## src/rtl/pipelined_source_fetching_unit.sv

```systemverilog
// Operand fetch stage: decodes per-operand source fields, reads the register
// file (with same-cycle write-back forwarding) and input channels, and holds
// the fetched operands in a single output slot behind a valid/ready handshake.
module pipelined_source_fetching_unit #(
    parameter int NUM_OPERANDS       = 3,
    parameter int WORD_WIDTH         = 32,
    parameter int IMMEDIATE_WIDTH    = 32,
    parameter int NUM_INPUT_CHANNELS = 4,
    parameter int SINGLE_ST_WIDTH    = 2,
    parameter int SINGLE_SI_WIDTH    = 3,
    parameter int STALL_COUNT_WIDTH  = 16
) (
    input  logic                                     clock,
    input  logic                                     reset,
    input  logic                                     in_valid,
    output logic                                     in_ready,
    input  logic [NUM_OPERANDS*SINGLE_ST_WIDTH-1:0]  st,
    input  logic [NUM_OPERANDS*SINGLE_SI_WIDTH-1:0]  si,
    input  logic [IMMEDIATE_WIDTH-1:0]               immediate,
    input  logic [NUM_INPUT_CHANNELS*WORD_WIDTH-1:0] input_channel_data,
    input  logic [NUM_INPUT_CHANNELS-1:0]            input_channel_empty,
    output logic [NUM_INPUT_CHANNELS-1:0]            input_channel_dequeue,
    output logic [NUM_OPERANDS*SINGLE_SI_WIDTH-1:0]  register_read_index,
    input  logic [NUM_OPERANDS*WORD_WIDTH-1:0]       register_read_data,
    input  logic                                     register_write_enable,
    input  logic [SINGLE_SI_WIDTH-1:0]               register_write_index,
    input  logic [WORD_WIDTH-1:0]                    register_write_data,
    output logic                                     out_valid,
    input  logic                                     out_ready,
    output logic [NUM_OPERANDS*WORD_WIDTH-1:0]       operands,
    output logic [STALL_COUNT_WIDTH-1:0]             stall_count
);

    localparam logic [SINGLE_ST_WIDTH-1:0] ST_IMMEDIATE = SINGLE_ST_WIDTH'(1);
    localparam logic [SINGLE_ST_WIDTH-1:0] ST_CHANNEL   = SINGLE_ST_WIDTH'(2);
    localparam logic [SINGLE_ST_WIDTH-1:0] ST_REGISTER  = SINGLE_ST_WIDTH'(3);

    typedef enum logic {
        S_EMPTY = 1'b0,
        S_FULL  = 1'b1
    } state_t;

    state_t                                state_q, state_d;
    logic [NUM_OPERANDS*WORD_WIDTH-1:0]    operands_q, operands_d;
    logic [STALL_COUNT_WIDTH-1:0]          stall_count_q, stall_count_d;

    logic [NUM_OPERANDS*WORD_WIDTH-1:0]    fetched;
    logic [NUM_INPUT_CHANNELS-1:0]         chan_ref;
    logic                                  channel_ok;
    logic                                  accept;

    function automatic logic [WORD_WIDTH-1:0] sign_extend(input logic [IMMEDIATE_WIDTH-1:0] imm);
        logic [WORD_WIDTH-1:0] w;
        w = {WORD_WIDTH{imm[IMMEDIATE_WIDTH-1]}};
        w[IMMEDIATE_WIDTH-1:0] = imm;
        return w;
    endfunction

    // Decode each operand slot into its value, register address and channel use.
    // Out-of-range channel indices match no channel, so they yield 0 and never block.
    always_comb begin : decode
        logic [SINGLE_ST_WIDTH-1:0] st_k;
        logic [SINGLE_SI_WIDTH-1:0] si_k;
        fetched             = '0;
        register_read_index = '0;
        chan_ref            = '0;
        for (int k = 0; k < NUM_OPERANDS; k++) begin
            st_k = st[k*SINGLE_ST_WIDTH +: SINGLE_ST_WIDTH];
            si_k = si[k*SINGLE_SI_WIDTH +: SINGLE_SI_WIDTH];
            case (st_k)
                ST_IMMEDIATE: begin
                    fetched[k*WORD_WIDTH +: WORD_WIDTH] = sign_extend(immediate);
                end
                ST_CHANNEL: begin
                    for (int c = 0; c < NUM_INPUT_CHANNELS; c++) begin
                        if (si_k == SINGLE_SI_WIDTH'(c)) begin
                            fetched[k*WORD_WIDTH +: WORD_WIDTH] = input_channel_data[c*WORD_WIDTH +: WORD_WIDTH];
                            chan_ref[c] = 1'b1;
                        end
                    end
                end
                ST_REGISTER: begin
                    register_read_index[k*SINGLE_SI_WIDTH +: SINGLE_SI_WIDTH] = si_k;
                    if (register_write_enable && register_write_index == si_k) begin
                        fetched[k*WORD_WIDTH +: WORD_WIDTH] = register_write_data;
                    end else begin
                        fetched[k*WORD_WIDTH +: WORD_WIDTH] = register_read_data[k*WORD_WIDTH +: WORD_WIDTH];
                    end
                end
                default: begin
                end
            endcase
        end
    end

    assign channel_ok            = ~|(chan_ref & input_channel_empty);
    assign in_ready              = channel_ok && (state_q == S_EMPTY || out_ready);
    assign accept                = in_valid && in_ready;
    assign input_channel_dequeue = (accept && !reset) ? chan_ref : '0;
    assign out_valid             = (state_q == S_FULL);
    assign operands              = operands_q;
    assign stall_count           = stall_count_q;

    // Output-slot FSM, operand capture and channel-stall counting.
    always_comb begin
        state_d       = state_q;
        operands_d    = operands_q;
        stall_count_d = stall_count_q;
        if (accept) begin
            state_d    = S_FULL;
            operands_d = fetched;
        end else if (state_q == S_FULL && out_ready) begin
            state_d = S_EMPTY;
        end
        // Only count stalls that the channels alone are responsible for.
        if (in_valid && !channel_ok && (state_q == S_EMPTY || out_ready) &&
            stall_count_q != {STALL_COUNT_WIDTH{1'b1}}) begin
            stall_count_d = stall_count_q + STALL_COUNT_WIDTH'(1);
        end
    end

    // State, operand and counter registers with synchronous reset.
    always_ff @(posedge clock) begin
        if (reset) begin
            state_q       <= S_EMPTY;
            operands_q    <= '0;
            stall_count_q <= '0;
        end else begin
            state_q       <= state_d;
            operands_q    <= operands_d;
            stall_count_q <= stall_count_d;
        end
    end

endmodule

```

## config.mk

```make
export PLATFORM = sky130hd
export DESIGN_NAME = pipelined_source_fetching_unit
export DESIGN_NICKNAME = d
export VERILOG_FILES = /design/src/rtl/pipelined_source_fetching_unit.sv
export SDC_FILE = /design/constraint.sdc
export NUM_CORES = 1
export LEC_CHECK = 0
export ABC_AREA = 1
export CAP_MARGIN = 20
export CORE_AREA = 3 3 172 174
export CTS_CLUSTER_DIAMETER = 100
export DETAILED_ROUTE_END_ITERATION = 6
export DIE_AREA = 0 0 175 177
export PLACE_DENSITY = 0.71
export SYNTH_ARGS = -nofsm -noshare
export SYNTH_HDL_FRONTEND = slang
export SYNTH_SLANG_ARGS = --single-unit
```

## constraint.sdc

```tcl
create_clock -name clock -period 1.85 [get_ports clock]
set_input_delay 0.185 -clock clock [delete_from_list [all_inputs] [get_ports clock]]
set_output_delay 0.185 -clock clock [all_outputs]
set_load 0.1 [all_outputs]
```

# Word level (Yosys, flattened, before mapping)
# Index checks and enable logic that the tools add are counted.
# op_classes
n_addsub	1
eq_ne	22
n_mux	39
bitwise	2
reduce_logical	18
# ops
operator	n
$mux 32	15
$pmux 32 s3	3
$eq 3x2->1 const B	6
$add 16x1->16 const B	1
$mux 4	4
$ne 16x16->1 const B	1
$mux 1	14
$eq 2x2->1 const B	6
$logic_and 1x1->1	10
$eq 3x1->1 const B	3
$eq 3x3->1	3
$logic_not 3->1	3
$mux 3	3
$eq 2x1->1 const B	3
$and 4x4->4	1
$reduce_or 4->1	1
$logic_not 1->1	2
$reduce_bool 2->1	1
$logic_or 1x1->1	1
$not 1->1	1
# totals
ff_bits	113
in_bits	315
out_inout_bits	127
elab_cells	85

# Logic depth before layout (Yosys ltp)
# logic_depth
depth_word	14
depth_mapped	13
depth_no_buf	13

# Worst setup path before layout
# OpenSTA, ideal clock, no wires.
# synth_timing
path_kind	flip-flop to output port
startpoint	register state_q, in the netlist out_valid
endpoint	output input_channel_dequeue[0]
arrival_time_ns	3.169
required_ns	1.665
path_slack_ns	-1.504
stages_incl_launch_ff	7
n_path_buf	1
path_cell_list	dfxtp_1 inv_1 nor2_1 nor2_1 clkbuf_1 nand3_1 a31oi_1
# synth_between
elab_chain_cells	6
# synth_lines
item	line	text
start: declaration	43	state_t state_q, state_d;
start signal: assignment	129	state_q <= state_d;
$not 1->1	97	assign in_ready = channel_ok && (state_q == S_EMPTY || out_ready);
$logic_or 1x1->1	97	
$logic_and 1x1->1	97	
$logic_and 1x1->1	98	assign accept = in_valid && in_ready;
$logic_and 1x1->1	99	assign input_channel_dequeue = (accept && !reset) ? chan_ref : '0;
$mux 4	99	
end: declaration	22	output logic [NUM_INPUT_CHANNELS-1:0] input_channel_dequeue,
# Every way passes these cells.

# Final worst setup path
# layout_timing
startpoint	register state_q, in the netlist out_valid
endpoint	output input_channel_dequeue[3]
# Same word-level chain as after synthesis.

==> results.md <==
* Gpl congestion at between 0.9 and 1
* Most used cell, CP: buf_12
* Critical path arrival at 1.75 ns
* DR WL/cell at ~20 µm
* Mux contribution to synthesized area at 0
* Adder-Cell Fraction of Synth Area at 0.00112
* Clock Latency Late Sink at between 0.4 and 0.5 ns
* Area grow syn2layout at 63.0%
* CP required at roughly 1.7 ns
* Crit Path Category: reg -> out
* Final worst path period need at just under 2 ns
* Maximum VDD drop at approximately 0.0006 V
* TritonCTS clock tree: built
* Synthesis-stage register bit count at roughly 110
* GR Util met1 at 0.462
* Switching Power at between 4000 and 5000 µW
* Net Sw Frac at 0.402
* Xor and xnor area share after synthesis at 0.0117
* Drt total wl at 63,100 µm
* Sequential power share at 0.246
* Failing checks: design-rule violations, negative setup slack
* Clk root buf: clkbuf_16
* Total grt overflow at 0
* Largest net degree at the start of global routing at between 100 and 150
* Area contributors post-synth: nand2_1 (21%), dfxtp_1 (20%), nor2_1 (14%)
* Max-Cap Viols at 0
* Int Pwr at roughly 6400 µW
* WHS at around 0.25 ns
* Worst Setup End Kind: output port
* HPWL Detailed at about 50,000 µm
* Core box area at 0.0279 mm²
* Number of hold violations in the final report at 0
* Clock share of power at 0.323
* Initial core utilization at 0.401
* Setup crit start kind: flip-flop
* Final net count at 3,043
* Clock Path Buffers at 2
* Synth unique cells at 24
* Total power at between 10,000 and 15,000 µW
* Global-route wire length before repair at about 95,000 µm
* Vias per Instance at between 5 and 6
* Clock sinks at between 100 and 150
* Worst setup path start: out_valid
* Clk_skew at around 0.012 ns
* Hold Crit Class: in -> reg
* Synth Cell Area at around 0.011 mm²
* Synth Area per Inst at just over 5 µm²
* Seq/Total Area, Yosys at 0.202
* CP max stage cell: dfxtp_4
* I/O pins at between 400 and 500
* Status: complete, but fails checks
* Placed Instances at 3,064
* Syn Inst Count at between 2,000 and 2,500
* DRT antenna net count at 0
* H-tree depth at 4
* Port bufs at around 440
* Asr flop ratio synth at 0
* CTS buffer count at 17
* Mapped Nets at 2,540
* Number of synthesized flops with an enable pin at 0
* Main combinational cell family by area after synthesis: simple AND/OR/NAND/NOR gates
* Max Fclk at roughly 0.52 GHz
* Iteration-0 DRC count of the detailed router at about 2,200
* Final Cycle Share at 1.05
* Worst-path cell chain: inv_2 -> nor2_2 -> nor2_4 -> buf_12 -> nand3_4 -> a31oi_4 -> buf_12
* GR peak layer: met2
* Hold path startpoint: reset
* Setup-failing EPs final at 4
* RSZ-0062 raised after global routing: true
* Reg-to-reg startpoint: out_valid
* Primary FF master, synth: dfxtp_1
* DRC Markers at 1
* Initial antenna violation count at 17
* Yosys top cell area share at 0.213
* Pins Over Slew Limit at 0
* Worst hold path depth at 5
* Post-cts hold buffer count at 0
* Least-Margin Pin Slew at between 0.5 and 0.6 ns
* Comb pwr share at 0.431
* Die ar. at 0.0310 mm²
* Die W at 175 µm
* Die Y at roughly 180 µm
* Rel. slew slack at 0.653
* Syn. warnings at 0
* Static Leak at approximately 0.0088 µW
* Share of post-route cells with drive strength above 1 at 0.159
* Synth Area in Compound Gates at 0.141
* DRT Pass-1 Iters at 7
* # rows at roughly 60
* Crit path max fanout at 5
* Global-route usage over all layers at 0.393
* Critical path depth at 7
* Reg clk slew, reported paths at ~0.05 ns
* M3 GR Usage at 0.0731
* Final WS setup at -0.0884 ns
* Top delay family on crit path: buffers and inverters
* Met2 usage at 0.638
* Synth Area in Simple Gates at 0.513
* Worst-case reg-to-reg path depth at 9
* Max stage delay on crit path at roughly 0.36 ns
* Non-Filler Instances at ~3,100
* Largest area contributor in the netlist: nand2_1
* Buf+Inv Stages, Crit Path at 3
* PD cells at a little under 600 mW/mm²
* Vias in the first global route at ~17,000
* Total number of vias at 17,233
## power groups by stage
stage	Clock, µW	Sequential [µW]	Combinational, µW
floorplan	0	3610	1530
global placement	0	2700	4480
detailed placement	0	2700	4510
CTS	3490	2650	4550
global route	3610	2660	4900
finish	3490	2650	4650
## state kept, by name, indices dropped and copies added (netlist names)
register,cells
operands,96
stall_count,16
out_valid,1
## timing repair
action / 4_1_cts / 5_1_grt
endpoints found under the hold margin: 0 / 0
setup endpoints to repair: 102 / 101
gates resized for setup: 45 / 30
cloned: 0 / 0
buffers inserted: 9 / 13
pin swaps: 10 / 12
## Yosys cell counts, types with 6 or more instances
| cell type | n |
|---|---|
| buf_1 | 10 |
| buf_2 | 16 |
| a21oi_1 | 110 |
| o21ai_0 | 196 |
| buf_4 | 7 |
| inv_2 | 6 |
| nor2_1 | 424 |
| nor3_1 | 10 |
| nand4_1 | 17 |
| nand2_1 | 636 |
| inv_1 | 225 |
| nand3_1 | 307 |
| clkbuf_1 | 114 |
| dfxtp_1 | 113 |
| xor2_1 | 13 |
## path summary, 6_finish.rpt
check	endpoint	slack (ns)
worst max-delay path	input_channel_dequeue[3]	-0.09
worst min-delay path	stall_count[12]	0.25
worst max register to register	operands[31]	0.15
worst min register to register	operands[33]	0.46
## cell families (layout without fill, tap and decap cells)
kind of cell    after synthesis  count (layout)
flops                       113             113
fa+ha+maj                     1               1
compound gates              313             313
other cells                   0              17
simple gates               1404            1404
xor+xnor                     15              15
buf+inv                     378             894
## cells in the final DEF, fill, tap and decap left out, types with 4 or more instances in the layout
| cell type | instances |
|---|---|
| buf_12 | 60 |
| clkbuf_16 | 18 |
| nand3_2 | 8 |
| inv_2 | 12 |
| o21ai_0 | 196 |
| nand3_1 | 299 |
| diode_2 | 17 |
| clkbuf_2 | 8 |
| nor2_1 | 410 |
| nor2_4 | 8 |
| clkinv_4 | 5 |
| inv_1 | 219 |
| nand4_1 | 17 |
| xor2_1 | 13 |
| buf_4 | 255 |
| nor2_2 | 12 |
| a21oi_1 | 110 |
| dfxtp_4 | 11 |
| clkdlybuf4s50_1 | 298 |
| nand2_2 | 8 |
| dfxtp_2 | 6 |
| dfxtp_1 | 96 |
| nand2_1 | 630 |
| nor3_1 | 6 |
| nor3_2 | 4 |
| a31oi_4 | 4 |
## metal layers
layer / vias to the layer above / share of wire
met2: 1191 / 0.46
li1: 8053 / -
met5: - / 0
met1: 7750 / 0.37
met4: 0 / 0.083
met3: 239 / 0.093
## metrics by stage
| step | setup TNS, ns | area (µm²) | util | worst slack (ns) |
|---|---|---|---|---|
| after floorplan | -0.371 | 11400 | - | -0.0926 |
| after global placement | -54.50 | 17400 | 0.621 | -0.539 |
| after detailed placement | -57.32 | 17400 | 0.621 | -0.557 |
| after CTS | -0.383 | 18100 | 0.648 | -0.112 |
| after global routing | -0.454 | 18200 | 0.653 | -0.138 |
| final | -0.275 | 18200 | 0.653 | -0.0884 |
## layout make-up
class / instances / area [µm²]
flip-flops and latches: 113 / 2310
well taps: 378 / 473
fillers: 2630 / 9700
diodes: 17 / 42.5
repair buffers: 631 / 6230
inverters: 231 / 867
multi-input cells: 1733 / 7690
clock inverters: 14 / 179
clock buffers: 18 / 450
## worst register-to-register path, cell delays in order (launching register included)
cell and delay (ns):
dfxtp_4 0.36, inv_2 0.04, nor2_2 0.15, nor2_4 0.07
buf_12 0.13, buf_4 0.14, nand2_2 0.10, buf_4 0.32
nand2_1 0.11, a21oi_1 0.19
Note: power is estimated with default switching activity, not from simulation.
